<file path="src/rtl/pc_pkg.sv">
// Shared constants for the PC / return-address-stack unit: ps opcodes and PC step.
package pc_pkg;

  typedef enum logic [2:0] {
    PS_HOLD = 3'b000,
    PS_INC  = 3'b001,
    PS_BR   = 3'b010,
    PS_JMP  = 3'b011,
    PS_CALL = 3'b100,
    PS_RET  = 3'b101,
    PS_RSV6 = 3'b110,
    PS_RSV7 = 3'b111
  } ps_e;

  localparam int PC_STEP = 4;

endpackage

</file>
<file path="src/rtl/pc_ras_unit_if.sv">
// Command/data link between the PC mux and its return-address stack.
// push/pop are single-cycle commands taken on the rising edge; pop is only issued when empty=0.
interface pc_ras_unit_if #(
  parameter int ADDR_W = 32,
  parameter int DEPTH  = 8
);
  logic              push;
  logic              pop;
  logic [ADDR_W-1:0] wdata;
  logic [ADDR_W-1:0] rdata;
  logic              full;
  logic              empty;

  modport master (output push, pop, wdata, input rdata, full, empty);
  modport slave  (input push, pop, wdata, output rdata, full, empty);
endinterface

</file>
<file path="src/rtl/ras_stack.sv">
// Circular LIFO of return addresses; a push when full overwrites the oldest entry.
module ras_stack #(
  parameter int ADDR_W = 32,
  parameter int DEPTH  = 8
) (
  input logic           clock,
  input logic           reset,
  pc_ras_unit_if.slave  bus
);
  localparam int PTR_W = $clog2(DEPTH);
  localparam int CNT_W = $clog2(DEPTH + 1);

  logic [ADDR_W-1:0] mem [DEPTH];
  logic [PTR_W-1:0]  wr_ptr;
  logic [CNT_W-1:0]  count;

  // wr_ptr points at the next free slot; the top of stack sits one below it.
  always_ff @(posedge clock) begin
    if (!reset) begin
      wr_ptr <= '0;
      count  <= '0;
    end else if (bus.push) begin
      wr_ptr <= wr_ptr + 1'b1;
      if (count != CNT_W'(DEPTH)) count <= count + 1'b1;
    end else if (bus.pop) begin
      wr_ptr <= wr_ptr - 1'b1;
      count  <= count - 1'b1;
    end
  end

  // Contents are never cleared: count=0 makes stale entries unreachable.
  always_ff @(posedge clock) begin
    if (reset && bus.push) mem[wr_ptr] <= bus.wdata;
  end

  assign bus.rdata = mem[PTR_W'(wr_ptr - 1'b1)];
  assign bus.empty = (count == '0);
  assign bus.full  = (count == CNT_W'(DEPTH));

endmodule

</file>
<file path="src/rtl/pc_ras_unit.sv">
// Program counter with hold/inc/branch/jump/call/return selection and a return-address stack.
module pc_ras_unit
  import pc_pkg::*;
#(
  parameter int                ADDR_W         = 32,
  parameter int                OFF_W          = 30,
  parameter int                RAS_DEPTH      = 8,
  parameter logic [ADDR_W-1:0] PC_RESET_VALUE = '0
) (
  input  logic              clock,
  input  logic              reset,
  input  logic              stall,
  input  logic [2:0]        ps,
  input  logic [OFF_W-1:0]  in,
  input  logic              clr_err,
  output logic [ADDR_W-1:0] q,
  output logic              ras_empty,
  output logic              ras_full,
  output logic              ras_ovf,
  output logic              ras_unf,
  output logic              illegal_op
);
  localparam int EXT_W = (ADDR_W > OFF_W + 2) ? ADDR_W : OFF_W + 2;

  pc_ras_unit_if #(.ADDR_W(ADDR_W), .DEPTH(RAS_DEPTH)) ras_bus ();

  ras_stack #(.ADDR_W(ADDR_W), .DEPTH(RAS_DEPTH)) u_stack (
    .clock (clock),
    .reset (reset),
    .bus   (ras_bus)
  );

  logic [EXT_W-1:0]  br_ext;
  logic [EXT_W-1:0]  jmp_ext;
  logic [ADDR_W-1:0] pc_inc;
  logic [ADDR_W-1:0] br_tgt;
  logic [ADDR_W-1:0] jmp_tgt;
  logic [ADDR_W-1:0] q_nxt;
  logic              set_ovf;
  logic              set_unf;
  logic              ill_nxt;

  // Word offsets become byte offsets: branch sign-extends, jump zero-extends.
  assign br_ext  = EXT_W'($signed({in, 2'b00}));
  assign jmp_ext = EXT_W'({in, 2'b00});
  assign pc_inc  = q + ADDR_W'(PC_STEP);
  assign br_tgt  = pc_inc + ADDR_W'(br_ext);
  assign jmp_tgt = ADDR_W'(jmp_ext);

  always_comb begin
    q_nxt         = q;
    set_ovf       = 1'b0;
    set_unf       = 1'b0;
    ill_nxt       = 1'b0;
    ras_bus.push  = 1'b0;
    ras_bus.pop   = 1'b0;
    ras_bus.wdata = pc_inc;
    if (!stall) begin
      case (ps_e'(ps))
        PS_HOLD: q_nxt = q;
        PS_INC:  q_nxt = pc_inc;
        PS_BR:   q_nxt = br_tgt;
        PS_JMP:  q_nxt = jmp_tgt;
        PS_CALL: begin
          ras_bus.push = 1'b1;
          set_ovf      = ras_bus.full;
          q_nxt        = jmp_tgt;
        end
        PS_RET: begin
          if (ras_bus.empty) begin
            set_unf = 1'b1;
            q_nxt   = pc_inc;
          end else begin
            ras_bus.pop = 1'b1;
            q_nxt       = ras_bus.rdata;
          end
        end
        default: begin
          ill_nxt = 1'b1;
          q_nxt   = pc_inc;
        end
      endcase
    end
  end

  // Sticky flags: a new event in the same cycle as clr_err keeps the flag set.
  always_ff @(posedge clock) begin
    if (!reset) begin
      q          <= PC_RESET_VALUE;
      ras_ovf    <= 1'b0;
      ras_unf    <= 1'b0;
      illegal_op <= 1'b0;
    end else begin
      q          <= q_nxt;
      ras_ovf    <= set_ovf | (ras_ovf & ~clr_err);
      ras_unf    <= set_unf | (ras_unf & ~clr_err);
      illegal_op <= ill_nxt;
    end
  end

  assign ras_empty = ras_bus.empty;
  assign ras_full  = ras_bus.full;

endmodule

</file>
<file path="config.mk">
export PLATFORM = sky130hd
export DESIGN_NAME = pc_ras_unit
export DESIGN_NICKNAME = d
export VERILOG_FILES = /design/src/rtl/pc_pkg.sv /design/src/rtl/pc_ras_unit_if.sv /design/src/rtl/ras_stack.sv /design/src/rtl/pc_ras_unit.sv
export SDC_FILE = /design/constraint.sdc
export NUM_CORES = 1
export LEC_CHECK = 0
export BUFFER_PORTS_ARGS = -buffer_cell sky130_fd_sc_hd__buf_4
export CORE_ASPECT_RATIO = 1.75
export CORE_MARGIN = 2
export CORE_UTILIZATION = 25
export DETAILED_ROUTE_END_ITERATION = 8
export GPL_TIMING_DRIVEN = 1
export SYNTH_ARGS = -nofsm -noshare
export SYNTH_HDL_FRONTEND = slang
export SYNTH_SLANG_ARGS = --single-unit
export TNS_END_PERCENT = 20
</file>
<file path="constraint.sdc">
create_clock -name clock -period 9.9 [get_ports clock]
set_clock_uncertainty 0.15 [all_clocks]
set_input_delay 1.485 -clock clock [delete_from_list [all_inputs] [get_ports clock]]
set_output_delay 1.485 -clock clock [all_outputs]
set_load 0.02 [all_outputs]
</file>
======== Yosys cells after proc, flatten, opt, wreduce, memory -nomap -nowiden ========
Memory sizes are Yosys's and may differ from the RTL's.
Cells that the tools add are included.
operators by class
  $add $sub $neg .......................... 6
  bitwise gates (word level) .............. 8
  equal/unequal tests ..................... 8
  mux-type cells .......................... 20
  reduce and logical (&&, ||, !) cells .... 9
operator list
  operator                                                             number
  32-bit case mux with 4 select lines                                  1
  32-bit by 3-bit adder with 32-bit output (second input constant)     1
  32-bit adder                                                         1
  32-bit two-way mux                                                   1
  1-bit two-way mux                                                    13
  4-bit two-way mux                                                    3
  3-bit by 2-bit == test with 1-bit output (second input constant)     2
  3-bit == test (second input constant)                                2
  3-bit two-way mux                                                    2
  6-bit OR reduction                                                   1
  4-bit by 1-bit adder with 4-bit output (second input constant)       1
  4-bit == test (second input constant)                                1
  4-bit zero test                                                      1
  4-bit inequality test (second input constant)                        1
  1-bit inverter                                                       4
  2-bit AND reduction                                                  2
  2-bit OR reduction                                                   2
  4-bit by 1-bit subtractor with 4-bit output (second input constant)  1
  3-bit by 1-bit adder with 3-bit output (second input constant)       1
  3-bit by 1-bit == test with 1-bit output (second input constant)     1
  3-bit zero test                                                      1
  3-bit by 1-bit subtractor with 3-bit output (second input constant)  1
  1-bit AND                                                            2
  2-bit inequality test (second input constant)                        1
  other kinds (3)                                                      4
storage, ports and cells
  register bits after elaboration ......... 42
  word-level logic and storage cells ...... 58
  output and inout port bits .............. 37
  memories kept ........................... 1
  input port bits ......................... 37
  bits in writable memories ............... 256
memory list
  name         words  bits a word  rd ports  clocked after Yosys merged registers in  write ports  RTL line         RTL
  u_stack.mem  8      32           1         0                                        1            ras_stack.sv:13  logic [ADDR_W-1:0] mem [DEPTH];

======== Longest topological paths before layout ========
Gate-level depths: netlist (run 1).
  word-level depth ........................ 6
  mapped depth ............................ 14
  gate-level depth less buffers ........... 14

======== Modules after synthesis ========
Synthesis (run 1) repeated with hierarchy kept, for this count alone.
second synthesis, totals
  cell total of the unflattened synthesis .. 1,017
  area, all modules ....................... 14,641.5 µm²
by module, submodules not included
  module       area an instance (µm²)  times used  seq. area each (µm²)  cells an instance
  ras_stack    10,342.4                1           7,827.5               434
  pc_ras_unit  4,299.1                 1           700.7                 583

======== Worst setup path before layout (run 1) ========
No wires, ideal clock.
  path type ............................... input -> register
  from .................................... in ps[0]
  to ...................................... mem u_stack.mem[1][0], enable pin
  data required time ...................... 9,289 ps
  path buffers ............................ 2
  library setup time ...................... 461 ps
  arrival ................................. 4,619 ps
  stages .................................. 5
  path slack .............................. 4,670 ps
  path through ............................ clkbuf_1 -> nor2_1 -> clkbuf_1 -> nand4_1 -> nor3_1
between the ends
  longest elaborated chain between the ends .. 6
ends and longest elaborated chain
  item                                     RTL line           RTL
  from (decl)                              pc_ras_unit.sv:13  input logic [2:0] ps,
  3-bit == test                            pc_ras_unit.sv:59  case (ps_e'(ps))
  1-bit two-way mux                        pc_ras_unit.sv:59
  1-bit two-way mux                        pc_ras_unit.sv:58  if (!stall) begin
  1-bit logical AND                        ras_stack.sv:33    if (reset && bus.push) mem[wr_ptr] <= bus.wdata;
  1-bit two-way mux                        ras_stack.sv:33
  1-bit two-way mux (not written as such)  ras_stack.sv:33
  to (decl)                                ras_stack.sv:13
No other way between the ends.

======== Worst setup path after layout (run 1) ========
  from .................................... reg q[2]
  to ...................................... reg q[27]
between the ends
  longest elaborated chain between the ends .. 3
ends and longest elaborated chain
  item                                      RTL line           RTL
  from (decl)                               pc_ras_unit.sv:16  output logic [ADDR_W-1:0] q,
  from (signal assigned)                    pc_ras_unit.sv:94  q <= q_nxt;
  32-bit by 3-bit adder with 32-bit output  pc_ras_unit.sv:46  assign pc_inc = q + ADDR_W'(PC_STEP);
  net pc_inc[22]                            pc_ras_unit.sv:35  logic [ADDR_W-1:0] pc_inc;
  32-bit adder                              pc_ras_unit.sv:47  assign br_tgt = pc_inc + ADDR_W'(br_ext);
  32-bit case mux with 4 select lines       pc_ras_unit.sv:59
The timed path passes the listed nets, and every way through them passes these cells.
A chain may end at the register's enable or synchronous reset.

==> results of run 1 <==
## layer usage
metal,vias up,share of wire [%],GRT usage [%]
met2,356,50,25.80
li1,4294,-,-
met3,118,6.1,2.748
met5,-,0.027,0
met1,4921,36,16.31
met4,2,7.4,10.09
## cell usage in the layout, fill, tap and decap left out, types with 7 or more instances in the layout
master	count
sky130_fd_sc_hd__a21oi_1	81
sky130_fd_sc_hd__buf_4	90
sky130_fd_sc_hd__a221oi_1	20
sky130_fd_sc_hd__and2_1	9
sky130_fd_sc_hd__nor3_1	19
sky130_fd_sc_hd__xnor2_1	33
sky130_fd_sc_hd__nor2_1	32
sky130_fd_sc_hd__nand2b_1	17
sky130_fd_sc_hd__and3_1	11
sky130_fd_sc_hd__or3_1	7
sky130_fd_sc_hd__nand2_1	74
sky130_fd_sc_hd__mux2i_1	21
sky130_fd_sc_hd__nand3_1	23
sky130_fd_sc_hd__xor2_1	13
sky130_fd_sc_hd__inv_1	17
sky130_fd_sc_hd__o21ai_0	73
sky130_fd_sc_hd__nand4_1	13
sky130_fd_sc_hd__a211o_1	7
sky130_fd_sc_hd__edfxtp_1	256
sky130_fd_sc_hd__clkbuf_16	24
sky130_fd_sc_hd__nor2b_1	11
sky130_fd_sc_hd__mux4_2	64
sky130_fd_sc_hd__ha_1	40
sky130_fd_sc_hd__o21a_1	10
sky130_fd_sc_hd__a21o_1	11
sky130_fd_sc_hd__dfxtp_1	41
## state kept, by name (all words and copies together), names as in the netlist
register	flops
illegal_op	1
q	32
ras_ovf	1
ras_unf	1
u_stack.count	4
u_stack.mem	256
u_stack.wr_ptr	3
## area by class of cell
| type | instances | share of cell area, % |
|---|---|---|
| Sequential cell | 298 | 50.99 |
| Multi-Input combinational cell | 691 | 33.87 |
| Tap cell | 767 | 5.735 |
| Timing Repair Buffer | 90 | 4.038 |
| Clock buffer | 28 | 3.739 |
| Clock inverter | 16 | 1.241 |
| Inverter | 17 | 0.3814 |
## worst reg2reg max path: cells and delay by family, from the launching register on
| kind | cells | cell delay, ns |
|---|---|---|
| flops | 1 | 0.46 |
| simple gates | 6 | 2.09 |
| compound gates | 3 | 0.87 |
| xor+xnor | 1 | 0.74 |
| fa+ha+maj | 2 | 0.65 |
## report_power, final
| group | internal [mW] | switching [mW] |
|---|---|---|
| Clock | 0.565 | 0.462 |
| Sequential | 1.39 | 0.0263 |
| Combinational | 0.161 | 0.278 |
| Total | 2.11 | 0.766 |
## stage by stage
step,hold slack (ns),worst slack [ns],instance area (sq um),total power [mW],instances
after floorplan,0.3223,4.670,14410,1.713,1058
after global placement,0.3461,5.008,15900,1.876,1863
after detailed placement,0.3641,4.929,15900,1.881,1863
after CTS,0.3737,4.905,16730,2.898,1907
after global routing,0.4319,4.618,16730,2.974,1907
final,0.3649,4.861,16730,2.881,1907
## worst min path at each step
stage	start	endpoint	slack, ns	depth (start not counted)
floorplan	u_stack.count[3]	u_stack.count[3]	0.32	2
detailed placement	u_stack.count[3]	u_stack.count[3]	0.36	2
finish	u_stack.count[3]	u_stack.count[3]	0.36	2
CTS	u_stack.count[3]	u_stack.count[3]	0.37	2
global route	u_stack.count[3]	u_stack.count[3]	0.43	2
global placement	u_stack.count[3]	u_stack.count[3]	0.35	2
## kinds of logic after synthesis
logic type / after synthesis
mux: 85
compound gates: 265
buf+inv: 69
fa+ha+maj: 43
simple gates: 250
xor+xnor: 48
flops: 298
==> results.toml, run 1 <==
[run]
maxCapViolCount = 0

[clock_network]
cts.reportedPaths.clkPinSlew_ns = 0.08
post_cts_buffers = 0
post_cts_hold_buffer_count = 0
tritoncts = "done"
clk-insertion-delay-late_ns = 0.55
tritoncts.num_buffers = 24
cts.sink_count = 298
cts_max_path_buffers = 3
maximum_level_of_the_cts_h_tree = 1
cts_resized = 0
cts_root_buffer = "sky130_fd_sc_hd__clkbuf_16"

[cells_and_area]
area_delta_synth_final_pct = 16.16
fill_cell_total_of_the_finished_layout = 5633
num-nets-final = 1202
num_antenna_cells = 0
area.sequential_sq_um = 8532
final_layout_size_suffix_gt1_share_pct = 19.12
final_core_util_pct = 29.33
multiInputGateArea_sq_um = 5668

[timing]
fin_setup_tns_ns = 0
timing.final.setup_violations = 0
report.final.hold_viol_count = 0
worst_pin_slew_ns = 1.261
worst_slew_margin_rel_pct = 15.70
achievable-frequency_ghz = 0.1985
maxSlewViolCount = 0
rsz0062_at_grt = "false"
fin_crit_sh_pct = 50.90
post-route-min-period_ns = 5.039

[routing]
drt_pre_antenna_iters = 5
via_count = 9691
avg_wl_per_cell_microns = 23.27
drt_iter0_drc = 845
post-route-drc-count = 0
totalWireLength_microns = 44370
ant_nets = 0
via_cell_ratio = 5.082

[logic_synthesis]
synth_fa_ha_area_share_pct = 3.839
unique_cell_type_count_in_the_yosys_netlist = 67
synth_flop_cell = "sky130_fd_sc_hd__edfxtp_1"
part_of_the_yosys_area_used_for_sequential_elements_pct = 59.20
syn-mean-instance-area_sq_um = 13.62
synthesis.area_sq_um = 14410
ys_warn_count = 0
simple_gate_share_of_the_synthesized_area_pct = 8.886
synth_area_in_xor_xnor_pct = 3.014
postSynth.asyncResetShare_pct = 0
synth_largest_type_area_fraction_pct = 53.37
mappedNetlistNets = 1138
synth_top_cells_by_area = "sky130_fd_sc_hd__edfxtp_1 53%, sky130_fd_sc_hd__mux4_2 10%, sky130_fd_sc_hd__dfxtp_1 5.8%"
synth-edff-count = 256
synth.largest_area_cell = "sky130_fd_sc_hd__edfxtp_1"
postSynthRegisterBits = 298
postSynthCellCount = 1058
synth_compound_area_share_pct = 11.57
yosys.cell_count.top_type = "sky130_fd_sc_hd__edfxtp_1"
synthMuxAreaShare_pct = 11.47
synth_top_family_by_area = "compound AO/OA/AOI/OAI gates"
ys_top_cells_by_count = "256 x sky130_fd_sc_hd__edfxtp_1, 81 x sky130_fd_sc_hd__a21oi_1, 74 x sky130_fd_sc_hd__nand2_1, 73 x sky130_fd_sc_hd__o21ai_0, 64 x sky130_fd_sc_hd__mux4_2"

[floorplanning]
placement_rows = 116
ios = 74
dieHeight_microns = 321.5
coreArea_sq_um = 57040
fp.dieArea_sq_um = 59630
chipWidth_microns = 185.5
starting_utilization_of_the_core_area_pct = 25.25

[critical_path]
worstSetupPathDepth = 12
regToRegEndpoint = "q[27]"
timing.rr.start = "q[2]"
max_stage_delay_ns = 0.74
r2r.worst_path.cells = 12
crit_path_max_fanout = 9
timing.reg2reg.setup_slack_ns = 4.86
start_kind = "flop"
critPathBufInv = 0
path_class = "flop to flop"
cp_slowest_cell = "sky130_fd_sc_hd__xnor2_1"
cp-startpoint = "q[2]"
crit_end = "q[27]"
crit_arrival_ns = 5.37
cpLargestDelayFamily = "simple AND/OR/NAND/NOR gates"
timing.critical_path.to_type = "flop"
cp_data_required_time_ns = 10.23
crit_path_cell_trace = "ha_1, and4_1, nand3_1, nor3_1, nand4_1, xnor2_1, ha_1, nand4_1, nor4_1, o21ai_0, a211o_1, o22ai_1"

[hold_path]
min_path_type = "flop to flop"

[place]
gp_routability_congestion = 0.9229
hpwlAfterDp_microns = 31220
io_buffer_count = 73

[global_routing]
grt_max_degree = 51
grt_pass1_wl_microns = 64880
grt.total_usage_pct = 14.87
overflow = 0
first_global_vias = 9932
grt_antenna_before_repair = 1

[power_and_ir_drop]
power.static_leakage_nw = 5.678
worst_ir_drop_vdd_v = 0.00008851
power-per-cell-area_nw_per_um2 = 172.2

[run_status]
run_status = "complete, no violations"
(Power assumes the default switching activity.)
==> run 2: changes to the inputs <==
==> constraint.sdc (replaced) <==
create_clock -name clock -period 4.8 [get_ports clock]
set_clock_uncertainty 0.15 [all_clocks]
set_input_delay 0.72 -clock clock [delete_from_list [all_inputs] [get_ports clock]]
set_output_delay 0.72 -clock clock [all_outputs]
set_load 0.02 [all_outputs]
==> run 2 against run 1 <==
Against the previous run:
- the run now ends with capacitance limit left
- non-clock buffer count increased by 29
- count of clock-buffer cells in the layout increased by 3
- sequential share of layout area decreased by 1.4 points
- global-route usage increased by 0.12 points
- critical path depth decreased by 2
- sequential power increased by 110%
- hold slack got worse by 0.047 ns
- combinational power increased by 110%
- final area increased by 2.8%
- total power increased by 120%
- first-iteration DRC count decreased by 11%
- largest power group unchanged
==> results.toml, run 2 (synthesized netlist as in run 1, its figures left out) <==
[run_status]
run_status = "complete, but fails checks"
failed_checks = "capacitance limit"

[clock_network]
clk-insertion-delay-late_ns = 0.56
tritoncts = "done"
cts_root_buffer = "sky130_fd_sc_hd__clkbuf_16"
maximum_level_of_the_cts_h_tree = 1
tritoncts.num_buffers = 27
cts.reportedPaths.clkPinSlew_ns = 0.07
cts_max_path_buffers = 3
post_cts_hold_buffer_count = 0
cts.sink_count = 298

[cells_and_area]
final_core_util_pct = 30.15
largest_register_ffs = 256
final_cell_mix = "256 x sky130_fd_sc_hd__edfxtp_1, 114 x sky130_fd_sc_hd__buf_4, 81 x sky130_fd_sc_hd__a21oi_1, 74 x sky130_fd_sc_hd__nand2_1, 73 x sky130_fd_sc_hd__o21ai_0"
finalInstanceArea_sq_um = 17200
reg_with_most_ffs = "u_stack.mem"
num_antenna_cells = 0
area_delta_synth_final_pct = 19.37
final_common_cell = "sky130_fd_sc_hd__edfxtp_1"
num-nets-final = 1234
reg_top3 = "u_stack.mem x256, q x32, u_stack.count x4"
final_layout_size_suffix_gt1_share_pct = 21.96

[critical_path]
timing.rr.start = "q[22]"
start_kind = "flop"
crit_arrival_ns = 4.84
timing.critical_path.to_type = "flop"
path_class = "flop to flop"
cp-startpoint = "q[22]"
crit_path_max_fanout = 11
cp_data_required_time_ns = 5.08

[run]
maxCapViolCount = 1

[routing]
post-route-drc-count = 0
drt_pre_antenna_iters = 7
totalWireLength_microns = 44990
ant_nets = 0
via_cell_ratio = 5.045
avg_wl_per_cell_microns = 23.16
via_count = 9797
drt_iter0_drc = 750

[global_routing]
grt_pass1_wl_microns = 65520
overflow = 0
grt_max_degree = 43
first_global_vias = 10080
grt_antenna_before_repair = 0
grt.total_usage_pct = 14.99

[timing]
fin_crit_sh_pct = 94.94
post-route-min-period_ns = 4.557
maxSlewViolCount = 0
report.final.hold_viol_count = 0
worst_pin_slew_ns = 1.471
timing.final.setup_violations = 0
fin_setup_tns_ns = 0
achievable-frequency_ghz = 0.2194
rsz0062_at_grt = "false"
worst_slew_margin_rel_pct = 1.256

[place]
hpwlAfterDp_microns = 31680
placed_cell_area_sq_um = 16180
io_buffer_count = 73
gp_routability_congestion = 0.9477

[floorplanning]
coreArea_sq_um = 57040
ios = 74
fp.dieArea_sq_um = 59630
chipWidth_microns = 185.5
placement_rows = 116
dieHeight_microns = 321.5
starting_utilization_of_the_core_area_pct = 25.25

[hold_path]
min_from = "in[1]"
min_path_type = "primary input to flop"

[power_and_ir_drop]
worst_ir_drop_vdd_v = 0.0002323
power-per-cell-area_nw_per_um2 = 363.4
power.static_leakage_nw = 5.936
## run 2: power by group
part           switching, mW  internal (mW)
combinational          0.579          0.359
sequential            0.0499           2.86
clock                   1.00           1.40
## run 2: timing repair
| item | 4_1_cts | 5_1_grt |
|---|---|---|
| gates resized for setup | 0 | 5 |
| setup endpoints to repair | 0 | 9 |
| setup buffers | 0 | 0 |
## run 2: area by class of cell
class / instances / area [sq um]
sequential: 298 / 8532
tap: 767 / 959.7
timing repair buffer: 119 / 955.9
fill: 5661 / 39840
multi-input combinational: 691 / 5703
clock buffer: 31 / 710.7
inverter: 17 / 63.81
clock inverter: 19 / 270.3
## run 2: critical path, cell delays in order, from the launching register on
cell	delay (ns)
sky130_fd_sc_hd__dfxtp_1	0.51
sky130_fd_sc_hd__nand4_1	0.27
sky130_fd_sc_hd__or4_1	0.72
sky130_fd_sc_hd__nor4_2	0.34
sky130_fd_sc_hd__xor2_1	0.72
sky130_fd_sc_hd__ha_1	0.51
sky130_fd_sc_hd__a211o_1	0.37
sky130_fd_sc_hd__o2111a_1	0.27
sky130_fd_sc_hd__a211oi_1	0.30
sky130_fd_sc_hd__o21a_1	0.18
sky130_fd_sc_hd__o211ai_2	0.08
## run 2: path summary, 6_finish.rpt
path	slack [ns]	cells after the start	endpoint
worst max-delay path	0.24	10	q[31]
worst min-delay path	0.32	3	q[3]
worst max register to register	0.24	10	q[31]
worst min register to register	0.38	2	u_stack.count[3]
## run 2: routing by layer
metal  routed length, microns  track usage (%)  vias to the layer above
li1                         -                -                     4361
met1                    16990            17.09                     5011
met2                    23610            27.36                      340
met3                     2439            2.092                       85
met4                     1946            6.772                        0
met5                        0                0                        -
## run 2: metrics by stage
step                hold slack [ns]  instances  power (mW)  setup WS [ns]
floorplan                    0.3223       1058       3.534         0.3346
global placement             0.3388       1892       3.891         0.2327
detailed placement           0.3715       1892       3.900        0.05181
CTS                          0.3020       1942       6.283        0.02826
global route                 0.3280       1942       6.445        0.02702
finish                       0.3175       1942       6.249         0.2427
==> run 3: changes to the inputs <==
--- a/config.mk
+++ b/config.mk
@@ -11,6 +11,7 @@
 export CORE_UTILIZATION = 25
 export DETAILED_ROUTE_END_ITERATION = 8
 export GPL_TIMING_DRIVEN = 1
+export RECOVER_POWER = 25
 export SYNTH_ARGS = -nofsm -noshare
 export SYNTH_HDL_FRONTEND = slang
 export SYNTH_SLANG_ARGS = --single-unit
==> constraint.sdc (replaced) <==
create_clock -name clock -period 4.3 [get_ports clock]
set_clock_uncertainty 0.15 [all_clocks]
set_input_delay 0.645 -clock clock [delete_from_list [all_inputs] [get_ports clock]]
set_output_delay 0.645 -clock clock [all_outputs]
set_load 0.02 [all_outputs]
==> run 3 against run 2 <==
Against the previous run:
- the flow now finishes without violations
- final area decreased by 0.65%
- utilization decreased by 0.20 points
- sequential power increased by 11%
- register-to-register slack got worse by 0.08 ns
- sequential share of layout area increased by 0.32 points
- fmax increased by 10%
- flip-flop and latch count unchanged
- combinational power increased by 13%
- via count increased by 0.24%
- count of clock-buffer cells in the layout increased by 6
- critical path type unchanged
- largest cell class unchanged
- highest routed layer unchanged
==> results.toml, run 3 (synthesized netlist as in run 1, its figures left out) <==
[clock_network]
tritoncts.num_buffers = 25
clk-insertion-delay-late_ns = 0.56
cts.sink_count = 298
cts_root_buffer = "sky130_fd_sc_hd__clkbuf_16"
cts.reportedPaths.clkPinSlew_ns = 0.07
tritoncts = "done"
cts_max_path_buffers = 3
maximum_level_of_the_cts_h_tree = 1
post_cts_buffers = 0

[cells_and_area]
reg_top3 = "u_stack.mem x256, q x32, u_stack.count x4"
final_common_cell = "sky130_fd_sc_hd__edfxtp_1"
final_layout_size_suffix_gt1_share_pct = 21.19
final_cell_mix = "256 x sky130_fd_sc_hd__edfxtp_1, 118 x sky130_fd_sc_hd__buf_4, 81 x sky130_fd_sc_hd__a21oi_1, 74 x sky130_fd_sc_hd__nand2_1, 72 x sky130_fd_sc_hd__o21ai_0"
num-nets-final = 1255
largest_register_ffs = 256
fill_cell_total_of_the_finished_layout = 5715
area_delta_synth_final_pct = 18.60
reg_with_most_ffs = "u_stack.mem"
final_core_util_pct = 29.95
num_antenna_cells = 0

[global_routing]
grt_antenna_before_repair = 0
overflow = 0
first_global_vias = 10150
grt.total_usage_pct = 14.97
grt_pass1_wl_microns = 66180
grt_max_degree = 56

[routing]
totalWireLength_microns = 44440
ant_nets = 0
via_cell_ratio = 5.008
post-route-drc-count = 0
drt_pre_antenna_iters = 5
drt_iter0_drc = 794
via_count = 9821
avg_wl_per_cell_microns = 22.66

[place]
gp_routability_congestion = 0.9382
hpwlAfterDp_microns = 31290
io_buffer_count = 73

[timing]
fin_setup_tns_ns = 0
maxSlewViolCount = 0
post-route-min-period_ns = 4.140
worst_pin_slew_ns = 1.244
report.final.hold_viol_count = 0
rsz0062_at_grt = "true"
achievable-frequency_ghz = 0.2415
worst_hold_slack_ns = 0.2659
worst_slew_margin_rel_pct = 17.07
fin_crit_sh_pct = 96.29
timing.final.setup_violations = 0

[critical_path]
path_class = "flop to flop"
path_common_cell = "sky130_fd_sc_hd__a21oi_1"
crit_path_max_fanout = 10
critPathBufInv = 2
crit_arrival_ns = 4.43
cp_slowest_cell = "sky130_fd_sc_hd__dfxtp_1"
max_stage_delay_ns = 0.45
timing.critical_path.to_type = "flop"
crit_path_cell_trace = "and3_1, nand4b_1, clkbuf_1, nor2_1, xor2_1, buf_4, ha_1, o21a_1, a21oi_1, a21boi_1, o21ai_0, or3_1, nand3_1, a21oi_1"
start_kind = "flop"
cpLargestDelayFamily = "simple AND/OR/NAND/NOR gates"
cp_data_required_time_ns = 4.59

[run]
maxCapViolCount = 0

[floorplanning]
ios = 74
dieHeight_microns = 321.5
chipWidth_microns = 185.5
placement_rows = 116
coreArea_sq_um = 57040
fp.dieArea_sq_um = 59630
starting_utilization_of_the_core_area_pct = 25.25

[power_and_ir_drop]
power-per-cell-area_nw_per_um2 = 381.2
total_power_mw = 6.512
worst_ir_drop_vdd_v = 0.0002674
power.static_leakage_nw = 5.873

[hold_path]
min_path_type = "primary input to flop"

[run_status]
run_status = "complete, no violations"
-- run 3: cell types whose count changed in the layout (fill, tap and decap cells not counted), moves of 2 or more --
cell	before	now
sky130_fd_sc_hd__buf_4	114	118
sky130_fd_sc_hd__o21ai_1	1	3
sky130_fd_sc_hd__clkbuf_16	27	25
sky130_fd_sc_hd__clkinv_4	2	0
sky130_fd_sc_hd__bufinv_16	6	0
sky130_fd_sc_hd__clkbuf_1	2	28
sky130_fd_sc_hd__clkbuf_8	2	5
sky130_fd_sc_hd__clkinv_1	3	1
sky130_fd_sc_hd__buf_12	5	3
sky130_fd_sc_hd__clkinvlp_4	4	1
sky130_fd_sc_hd__inv_6	3	0
sky130_fd_sc_hd__clkinv_2	1	6
-- run 3: where the power goes --
part	switching, mW	internal [mW]	total, mW
registers	0.0411	3.20	3.24
logic	0.653	0.411	1.06
clock network	1.04	1.17	2.21
total	1.73	4.78	6.51
-- run 3: layout make-up --
cell class	instances	area (sq um)	area share [%]
sequential	298	8532	49.94
multi-input combinational	691	5722	33.49
timing repair buffer	142	1025	5.998
tap	767	959.7	5.617
clock buffer	37	720.7	4.219
inverter	17	63.81	0.3735
clock inverter	9	61.31	0.3589
-- run 3: worst register-to-register path: stages, from the launching register on --
cell                       delay (ns)
sky130_fd_sc_hd__dfxtp_1         0.45
sky130_fd_sc_hd__and3_1          0.34
sky130_fd_sc_hd__nand4b_1        0.20
sky130_fd_sc_hd__clkbuf_1        0.33
sky130_fd_sc_hd__nor2_1          0.22
sky130_fd_sc_hd__xor2_1          0.24
sky130_fd_sc_hd__buf_4           0.21
sky130_fd_sc_hd__ha_1            0.28
sky130_fd_sc_hd__o21a_1          0.18
sky130_fd_sc_hd__a21oi_1         0.26
sky130_fd_sc_hd__a21boi_1        0.31
sky130_fd_sc_hd__o21ai_0         0.22
sky130_fd_sc_hd__or3_1           0.35
sky130_fd_sc_hd__nand3_1         0.20
sky130_fd_sc_hd__a21oi_1         0.10
-- run 3: path summary, 6_finish.rpt --
kind / start / end / slack (ns) / cells past startpoint
setup / recovery: q[2] / q[23] / 0.16 / 14
hold / removal: in[4] / q[6] / 0.27 / 3
setup reg to reg: q[2] / q[23] / 0.16 / 14
hold reg to reg: u_stack.count[3] / u_stack.count[3] / 0.38 / 2
-- run 3: layer usage --
metal  GRT usage (%)  share of wire, %  wire length [microns]
met4           4.850               2.7                   1219
met1           16.55                37                  16240
met5               0                 0                      0
met2           28.51                55                  24320
met3           2.533               6.0                   2664
-- run 3: timing repair --
action,4_1_cts,5_1_grt
endpoints found under the setup margin,0,14
gates resized for setup,0,8
hold buffers,0,0
-- run 3: per-stage QoR --
step / std cells / cell area (sq um) / setup slack, ns
3_3_place_gp: 1915 / 16340 / 0.2014
4_1_cts: 1961 / 17130 / 0.08033
5_1_grt: 1961 / 17080 / -0.04868
6_report: 1961 / 17080 / 0.1595
3_5_place_dp: 1915 / 16340 / 0.1113
2_1_floorplan: 1058 / 14410 / -0.08748
